--- src/rtl/tlb_probe_read_pkg.sv ---
`default_nettype none
// tlb_probe_read_pkg - shared TLB op codes, entry field slices and FSM states for the TLB read side.
// Rev 1.0
package tlb_probe_read_pkg;

    localparam int TLB_ENTRIES = 16;
    localparam int TLB_IDX_W   = 4;
    localparam int TLB_ENTRY_W = 96;

    localparam logic [1:0] TLB_OP_PROBE = 2'b01;
    localparam logic [1:0] TLB_OP_READ  = 2'b10;

    // Entry layout {EntryHi[95:64], EntryLo0[63:32], EntryLo1[31:0]}
    localparam int VPN2_HI = 95;
    localparam int VPN2_LO = 77;
    localparam int VPN2_W  = VPN2_HI - VPN2_LO + 1;
    localparam int ASID_HI = 71;
    localparam int ASID_LO = 64;
    localparam int ASID_W  = ASID_HI - ASID_LO + 1;
    localparam int G_BIT   = 0;

    // Same fields as they sit in the CP0 EntryHi register
    localparam int EHI_VPN2_LO = 13;
    localparam int EHI_ASID_HI = 7;

    localparam logic [31:0] PROBE_MISS = 32'h8000_0000;

    typedef enum logic [1:0] {
        ST_IDLE  = 2'd0,
        ST_PROBE = 2'd1,
        ST_READ  = 2'd2,
        ST_DONE  = 2'd3
    } state_t;

endpackage
`default_nettype wire

--- src/rtl/tlb_probe_read_entry_match.sv ---
`default_nettype none
// tlb_entry_match - combinational VPN2 + ASID/global match of one TLB entry.
// Rev 1.0
module tlb_entry_match
    import tlb_probe_read_pkg::*;
(
    input  logic [TLB_ENTRY_W-1:0] entry,
    input  logic [VPN2_W-1:0]      vpn2,
    input  logic [ASID_W-1:0]      asid,
    output logic                   hit
);

    logic unused_fields;

    assign unused_fields = ^{entry[VPN2_LO-1:ASID_HI+1], entry[ASID_LO-1:G_BIT+1]};

    assign hit = (entry[VPN2_HI:VPN2_LO] == vpn2) &&
                 ((entry[ASID_HI:ASID_LO] == asid) || entry[G_BIT]);

endmodule
`default_nettype wire

--- src/rtl/tlb_probe_read.sv ---
`default_nettype none
// tlb_probe_read - TLBP/TLBR engine on the TLB read port; probe scans one entry per clock.
// Rev 1.0
module tlb_probe_read
    import tlb_probe_read_pkg::*;
#(
    parameter int ENTRIES = TLB_ENTRIES,
    parameter int IDX_W   = TLB_IDX_W,
    parameter int ENTRY_W = TLB_ENTRY_W
) (
    input  logic               clk,
    input  logic               rst,
    input  logic               op_valid_i,
    input  logic [1:0]         op_i,
    input  logic [31:0]        index_i,
    input  logic [31:0]        entryhi_i,
    output logic [IDX_W-1:0]   tlb_rd_idx_o,
    input  logic [ENTRY_W-1:0] tlb_rd_entry_i,
    output logic               stall_req_o,
    output logic               done_o,
    output logic               index_we_o,
    output logic [31:0]        index_o,
    output logic               entry_we_o,
    output logic [31:0]        entryhi_o,
    output logic [31:0]        entrylo0_o,
    output logic [31:0]        entrylo1_o
);

    localparam logic [IDX_W-1:0] LAST_IDX = IDX_W'(ENTRIES - 1);

    state_t            state;
    state_t            state_nxt;
    logic [IDX_W-1:0]  counter;
    logic [IDX_W-1:0]  rd_idx;
    logic [VPN2_W-1:0] vpn2;
    logic [ASID_W-1:0] asid;
    logic              is_read;
    logic              hit;
    logic              accept_probe;
    logic              accept_read;
    logic [31:0]       res_index;
    logic [31:0]       res_hi;
    logic [31:0]       res_lo0;
    logic [31:0]       res_lo1;
    logic              unused_inputs;

    assign unused_inputs = ^{index_i[31:IDX_W], entryhi_i[EHI_VPN2_LO-1:EHI_ASID_HI+1]};

    assign accept_probe = (state == ST_IDLE) && op_valid_i && (op_i == TLB_OP_PROBE);
    assign accept_read  = (state == ST_IDLE) && op_valid_i && (op_i == TLB_OP_READ);

    tlb_entry_match u_match (
        .entry (tlb_rd_entry_i),
        .vpn2  (vpn2),
        .asid  (asid),
        .hit   (hit)
    );

    always_ff @(posedge clk) begin
        if (rst) begin
            state <= ST_IDLE;
        end else begin
            state <= state_nxt;
        end
    end

    always_comb begin
        state_nxt    = state;
        stall_req_o  = 1'b0;
        done_o       = 1'b0;
        index_we_o   = 1'b0;
        entry_we_o   = 1'b0;
        tlb_rd_idx_o = '0;
        case (state)
            ST_IDLE: begin
                if (accept_probe) begin
                    stall_req_o = 1'b1;
                    state_nxt   = ST_PROBE;
                end else if (accept_read) begin
                    stall_req_o = 1'b1;
                    state_nxt   = ST_READ;
                end
            end
            ST_PROBE: begin
                stall_req_o  = 1'b1;
                tlb_rd_idx_o = counter;
                if (hit || (counter == LAST_IDX)) begin
                    state_nxt = ST_DONE;
                end
            end
            ST_READ: begin
                stall_req_o  = 1'b1;
                tlb_rd_idx_o = rd_idx;
                state_nxt    = ST_DONE;
            end
            ST_DONE: begin
                done_o     = 1'b1;
                index_we_o = !is_read;
                entry_we_o = is_read;
                state_nxt  = ST_IDLE;
            end
            default: state_nxt = ST_IDLE;
        endcase
    end

    // Operands are latched at accept; results only change on the way into DONE.
    always_ff @(posedge clk) begin
        if (rst) begin
            counter   <= '0;
            rd_idx    <= '0;
            vpn2      <= '0;
            asid      <= '0;
            is_read   <= 1'b0;
            res_index <= '0;
            res_hi    <= '0;
            res_lo0   <= '0;
            res_lo1   <= '0;
        end else begin
            case (state)
                ST_IDLE: begin
                    if (accept_probe) begin
                        vpn2    <= entryhi_i[31:EHI_VPN2_LO];
                        asid    <= entryhi_i[EHI_ASID_HI:0];
                        counter <= '0;
                        is_read <= 1'b0;
                    end else if (accept_read) begin
                        rd_idx  <= index_i[IDX_W-1:0];
                        is_read <= 1'b1;
                    end
                end
                ST_PROBE: begin
                    if (hit) begin
                        res_index <= {{(32-IDX_W){1'b0}}, counter};
                    end else if (counter == LAST_IDX) begin
                        res_index <= PROBE_MISS;
                    end else begin
                        counter <= counter + 1'b1;
                    end
                end
                ST_READ: begin
                    res_hi  <= tlb_rd_entry_i[95:64];
                    res_lo0 <= tlb_rd_entry_i[63:32];
                    res_lo1 <= tlb_rd_entry_i[31:0];
                end
                default: ;
            endcase
        end
    end

    assign index_o    = res_index;
    assign entryhi_o  = res_hi;
    assign entrylo0_o = res_lo0;
    assign entrylo1_o = res_lo1;

endmodule
`default_nettype wire
--- config.mk ---
export PLATFORM = sky130hd
export DESIGN_NAME = tlb_probe_read
export DESIGN_NICKNAME = d
export VERILOG_FILES = /design/src/rtl/tlb_probe_read_pkg.sv /design/src/rtl/tlb_probe_read_entry_match.sv /design/src/rtl/tlb_probe_read.sv
export SDC_FILE = /design/constraint.sdc
export NUM_CORES = 1
export LEC_CHECK = 0
export ABC_AREA = 1
export BUFFER_PORTS_ARGS = -buffer_cell sky130_fd_sc_hd__buf_2
export CAP_MARGIN = 15
export CORE_MARGIN = 4
export CORE_UTILIZATION = 45
export DETAILED_ROUTE_END_ITERATION = 10
export GPL_TIMING_DRIVEN = 0
export HOLD_SLACK_MARGIN = 0.08
export PLACE_DENSITY_LB_ADDON = 0.1
export SYNTH_ARGS = -nofsm -noshare
export SYNTH_HDL_FRONTEND = slang
export SYNTH_SLANG_ARGS = --single-unit
export TNS_END_PERCENT = 5
--- constraint.sdc ---
create_clock -name clk -period 1.8 [get_ports clk]
set_input_delay 0 -clock clk [delete_from_list [all_inputs] [get_ports clk]]
set_output_delay 0 -clock clk [all_outputs]
set_load 0.1 [all_outputs]
======== Yosys cells after proc, flatten, opt, wreduce, memory -nomap -nowiden ========
Cells that the tools add are included.
word-level totals
  register bits ........................... 166
  output and inout bits ................... 136
  input port bits ......................... 165
operators by class
  reductions and logical operators ........ 18
  multiplexer cells ....................... 19
  equality and inequality tests ........... 13
  bitwise logic cells ..................... 1
  $add $sub $neg .......................... 1
operator list
  cell                 count
  $mux 32              2
  $eq 19x19->1         1
  $pmux 4 s2           2
  $mux 4               3
  $eq 8x8->1           1
  $ne 2x2->1 const B   4
  $pmux 2 s4           1
  $reduce_and 2->1     4
  $mux 1               7
  $eq 2x2->1 const B   3
  $mux 2               3
  $reduce_bool 2->1    3
  $add 4x1->4 const B  1
  $eq 2x1->1 const B   2
  $eq 4x4->1 const B   1
  $logic_and 1x1->1    4
  $reduce_and 4->1     1
  $ne 3x3->1 const B   1
  $reduce_and 3->1     1
  $logic_not 2->1      1
  $logic_or 1x1->1     2
  $pmux 1 s2           1
  $reduce_or 2->1      1
  $logic_not 1->1      1
  $not 1->1            1

======== Logic depth before layout (Yosys ltp) ========
  word-level depth ........................ 6
  gate-level depth with buffers ........... 12

======== Hierarchy ========
Synthesis repeated with hierarchy kept, for this count alone.
second synthesis, totals
  cells, all modules ...................... 828
  area total of the unflattened synthesis .. 5,789.3 sq um
by module, submodules not included
  module           instances  area each (sq um)  cells each
  tlb_probe_read   1          5,265.0            697
  tlb_entry_match  1          524.3              131

======== Worst setup path before layout ========
No wires, ideal clock.
  path type ............................... flip-flop to output port
  from .................................... register state[0]
  to ...................................... output port index_we_o
  stages on the path, launching flop included .. 4
  required time ........................... 1.800 ns
  path slack .............................. -0.804 ns
  arrival time ............................ 2.604 ns
  path buffers ............................ 0
  cell sequence ........................... dfxtp_1 > ha_1 > inv_1 > nor2_1
between the ends
  word-level cells in the longest chain between the ends .. 2
RTL lines
  item                      RTL line              source
  start: declaration        tlb_probe_read.sv:31  state_t state;
  start signal: assignment  tlb_probe_read.sv:63  state <= state_nxt;
  $eq 2x2->1                tlb_probe_read.sv:74  case (state)
  $mux 1                    tlb_probe_read.sv:74
  end: declaration          tlb_probe_read.sv:21  output logic index_we_o,
Every way passes these cells.

======== Worst setup path in the final report ========
  from .................................... register state[1]
  to ...................................... output port stall_req_o
between the ends
  word-level cells in the longest chain between the ends .. 6
  elaborated cells on any way between the ends .. 10
RTL lines
  item               RTL line                                                          source
  $logic_not 2->1    tlb_probe_read.sv:49, tlb_probe_read.sv:50, tlb_probe_read.sv:74
  $logic_and 1x1->1  tlb_probe_read.sv:49, tlb_probe_read.sv:50
  $logic_and 1x1->1  tlb_probe_read.sv:50                                              assign accept_read = (state == ST_IDLE) && op_valid_i && (op_i == TLB_OP_READ);
  $mux 1             tlb_probe_read.sv:79                                              end else if (accept_read) begin
  $mux 1             tlb_probe_read.sv:76                                              if (accept_probe) begin
  $pmux 1 s2 *       tlb_probe_read.sv:74
  end: declaration   tlb_probe_read.sv:19                                              output logic stall_req_o,
Mark *: on every way between the ends. The rest lies on a longest branch, timed or not.

==> reports/results.ini <==
[detailed_routing]
drt_drc_violations_left=0
routed-via-count=6568
routed_via_density=4.812
post_route_ant_nets=0
drtPass1Iterations=5
finalWirelength_um=20770
detail_route.iter0.violations=417
wl_per_cell_um=15.21

[timing]
achievable-frequency_ghz=0.5608
setup_tns_ns=0
fin_crit_sh=0.9906
post-route-min-period_ns=1.783
timing_worst_slew_pin_value_ns=0.5716
final.setup_skew_ns=0.008903
report.final.slew_viol_count=0
finalHoldWorstSlack_ns=0.07634
hold_viol_final=0
timing.final.setup_violations=0
setup_repair_after_global_routing_missed_its_margin=true
slew-limit-headroom=0.6189

[outcome]
run_status=completed

[grt]
first_global_vias=6791
grt_first_pass_wirelength_um=32750
number_of_antenna_violations_at_the_first_check_in_global_routing=0
global_route.usage.met2=0.5265
gr_busiest_metal=met2
grt_start_max_net_pins=17
globalRouteMet1Util=0.2922
grt_usage=0.2844
globalRoute.totalOverflow=0
grt.met3_usage=0.09308

[floorplanning]
floorplan.initialDensity=0.4665
num_rows=40
top_level_ports=301
die_area_um2=14470
die_width_um=120.3
core_area_um2=12160
die_h_um=120.3

[clocking]
tritoncts=yes
cts.sink_count=139
cts.clk_slew.worst_paths_ns=0.06
cts-root-buf=sky130_fd_sc_hd__clkbuf_16
insertion_delay_ns=0.43
clock_tree.buffer_depth=2
cts_max_level=4
number_of_clock_buffers_inserted_by_tritoncts=17

[finish]
flow.area_growth_from_synthesis_pct=65.37
regArea_um2=2788
diodes=0
layout.filler_cells=904
multi_input_area_um2=2539
num-nets-final=1354
layout.cell_area.non_filler_um2=9382
layout-drive-gt1-share=0.2941

[yosys]
syn_inst=761
post_synth_fa_ha_maj_area_fraction=0.01103
synth-simple-area-share=0.2192
synth-warning-count=0
synth_top_area_cell=sky130_fd_sc_hd__dfxtp_1
ys.flop_type=sky130_fd_sc_hd__dfxtp_1
synth_top_family_by_area=simple AND/OR/NAND/NOR gates
synth.area.mux_share=0
synth.yosys.seq_area_share=0.4905
share_of_the_synthesized_area_in_compound_gates_ao_oa_aoi_oai=0.1579
mappedNetlistArea_um2=5673
synth_enable_flop_cells=0
yosys.cell_count.top_type=sky130_fd_sc_hd__nor2_1
async_reset_ff_frac=0
ys_seq_elements=139
ys_top_cells_by_count=sky130_fd_sc_hd__nor2_1, sky130_fd_sc_hd__dfxtp_1, sky130_fd_sc_hd__o21ai_0
synth_top_cells_by_area=sky130_fd_sc_hd__dfxtp_1, sky130_fd_sc_hd__nor2_1, sky130_fd_sc_hd__o21ai_0
synthDistinctLibCells=26
netlist.area_leader.share=0.4905
per_instance_average_area_after_synthesis_um2=7.455
synth_xor_xnor_area_share=0.02470

[power_and_ir_drop]
power_per_cell_area_nw_per_um2=1920
design_power_total_uw=18010
vdd_ir_drop_max_uv=1965
power_leakage_uw=0.004629

[critical_path]
critical_path.max_fanout=6
timing_worst_setup_path_type=reg -> out
setup.worst_path.start_class=flip-flop
crit_path_leading_delay_family=buffers and inverters
cp.arrival_ns=1.78
cp.buffers_inverters=5
worst-endpoint-required_ns=1.80
max_stage_delay_ns=0.38
critical-path-slowest-cell=sky130_fd_sc_hd__dfxtp_4
cp_cell_sequence=inv_2 -> ha_4 -> nand2_4 -> inv_2 -> nand3_4 -> inv_4 -> o31ai_4 -> inv_2 -> buf_12
worst_path_most_repeated_cell=sky130_fd_sc_hd__inv_2
setup.worst_path.end_class=output pin

[job]
max_cap_viol_count=0

[hold_path]
min_path_type=in -> reg

[place]
numPortBuffers=240
hpwl_um=12840
detailed_place.area_um2=7212
gp_routability_congestion=0.8752

==> logic make-up after synthesis <==
logic type | count (synthesis)
XOR/XNOR | 16
adder cells (fa/ha/maj) | 5
AO/OA/AOI/OAI | 175
other | 1
buffers and inverters | 111
AND/OR/NAND/NOR | 314
flip-flops | 139
==> what timing repair did <==
item	CTS	global route
hold endpoints to repair	132	0
setup endpoints to repair	112	76
hold buffers	133	0
resized for setup	40	22
setup buffers	6	1
pin swaps	2	3
==> per-layer routing <==
metal | wire (um) | part of all wire | vias to the layer above
met5 | 0 | 0 | -
met1 | 7835 | 0.38 | 2987
met4 | 670 | 0.032 | 0
met2 | 10770 | 0.52 | 283
met3 | 1494 | 0.072 | 63
li1 | - | - | 3235
==> metrics by stage <==
stage	std cells	utilization	worst slack [ns]
2_1_floorplan	787	-	-0.2273
3_3_place_gp	1195	0.5930	-0.4407
3_5_place_dp	1195	0.5930	-0.4452
4_1_cts	1366	0.7676	0.007831
5_1_grt	1365	0.7714	-0.08205
6_report	1365	0.7714	0.01693
==> flip-flops by register name, indices dropped and copies added, names as in the netlist <==
signal / flops
entryhi_o: 32
entrylo0_o: 32
entrylo1_o: 32
vpn2: 19
asid: 8
index_o: 5
counter: 4
rd_idx: 4
state: 2
is_read: 1
==> cell usage in the layout (no fill, tap or decap), types with 3 or more instances in the layout <==
master and count:
sky130_fd_sc_hd__a21oi_1 38, sky130_fd_sc_hd__a21oi_2 3, sky130_fd_sc_hd__buf_12 5, sky130_fd_sc_hd__buf_2 241
sky130_fd_sc_hd__buf_4 32, sky130_fd_sc_hd__buf_6 5, sky130_fd_sc_hd__clkbuf_1 26, sky130_fd_sc_hd__clkbuf_16 18
sky130_fd_sc_hd__clkbuf_2 6, sky130_fd_sc_hd__clkbuf_8 3, sky130_fd_sc_hd__clkinv_2 3, sky130_fd_sc_hd__clkinvlp_4 3
sky130_fd_sc_hd__conb_1 27, sky130_fd_sc_hd__dfxtp_1 137, sky130_fd_sc_hd__dlygate4sd3_1 132, sky130_fd_sc_hd__ha_1 3
sky130_fd_sc_hd__inv_1 29, sky130_fd_sc_hd__inv_2 11, sky130_fd_sc_hd__nand2_1 65, sky130_fd_sc_hd__nand3_1 12
sky130_fd_sc_hd__nand4_1 5, sky130_fd_sc_hd__nor2_1 224, sky130_fd_sc_hd__o21ai_0 127, sky130_fd_sc_hd__o21ai_1 3
sky130_fd_sc_hd__xnor2_1 15
==> worst paths after layout <==
kind | start | to | cells past startpoint | slack (ns)
worst max-delay path | state[1] | stall_req_o | 9 | 0.02
worst min-delay path | op_i[0] | rd_idx[1] | 5 | 0.08
worst max register to register | state[1] | rd_idx[0] | 8 | 0.11
worst min register to register | vpn2[0] | vpn2[0] | 2 | 0.46
==> worst reg2reg max path, delay by kind of cell, from the launching register on <==
family / cells / cell delay [ns]
AOI/OAI and AO/OA: 1 / 0.17
and+or+nand+nor: 3 / 0.22
buffers and inverters: 3 / 0.70
adders and majority gates: 1 / 0.15
DFF: 1 / 0.36
==> power by group <==
part           switching [uW]  internal, uW
registers                 486          3990
clock network            1370          2150
logic                    8180          1840
total                   10000          7980
==> layout make-up <==
type / count / area share
Clock inverter: 10 / 0.01227
Sequential cell: 139 / 0.2971
Timing Repair Buffer: 379 / 0.2831
Multi-Input combinational cell: 537 / 0.2706
Clock buffer: 22 / 0.05055
Tap cell: 168 / 0.02241
Buffer: 69 / 0.04721
Inverter: 41 / 0.01667
(Power assumes the default switching activity.)
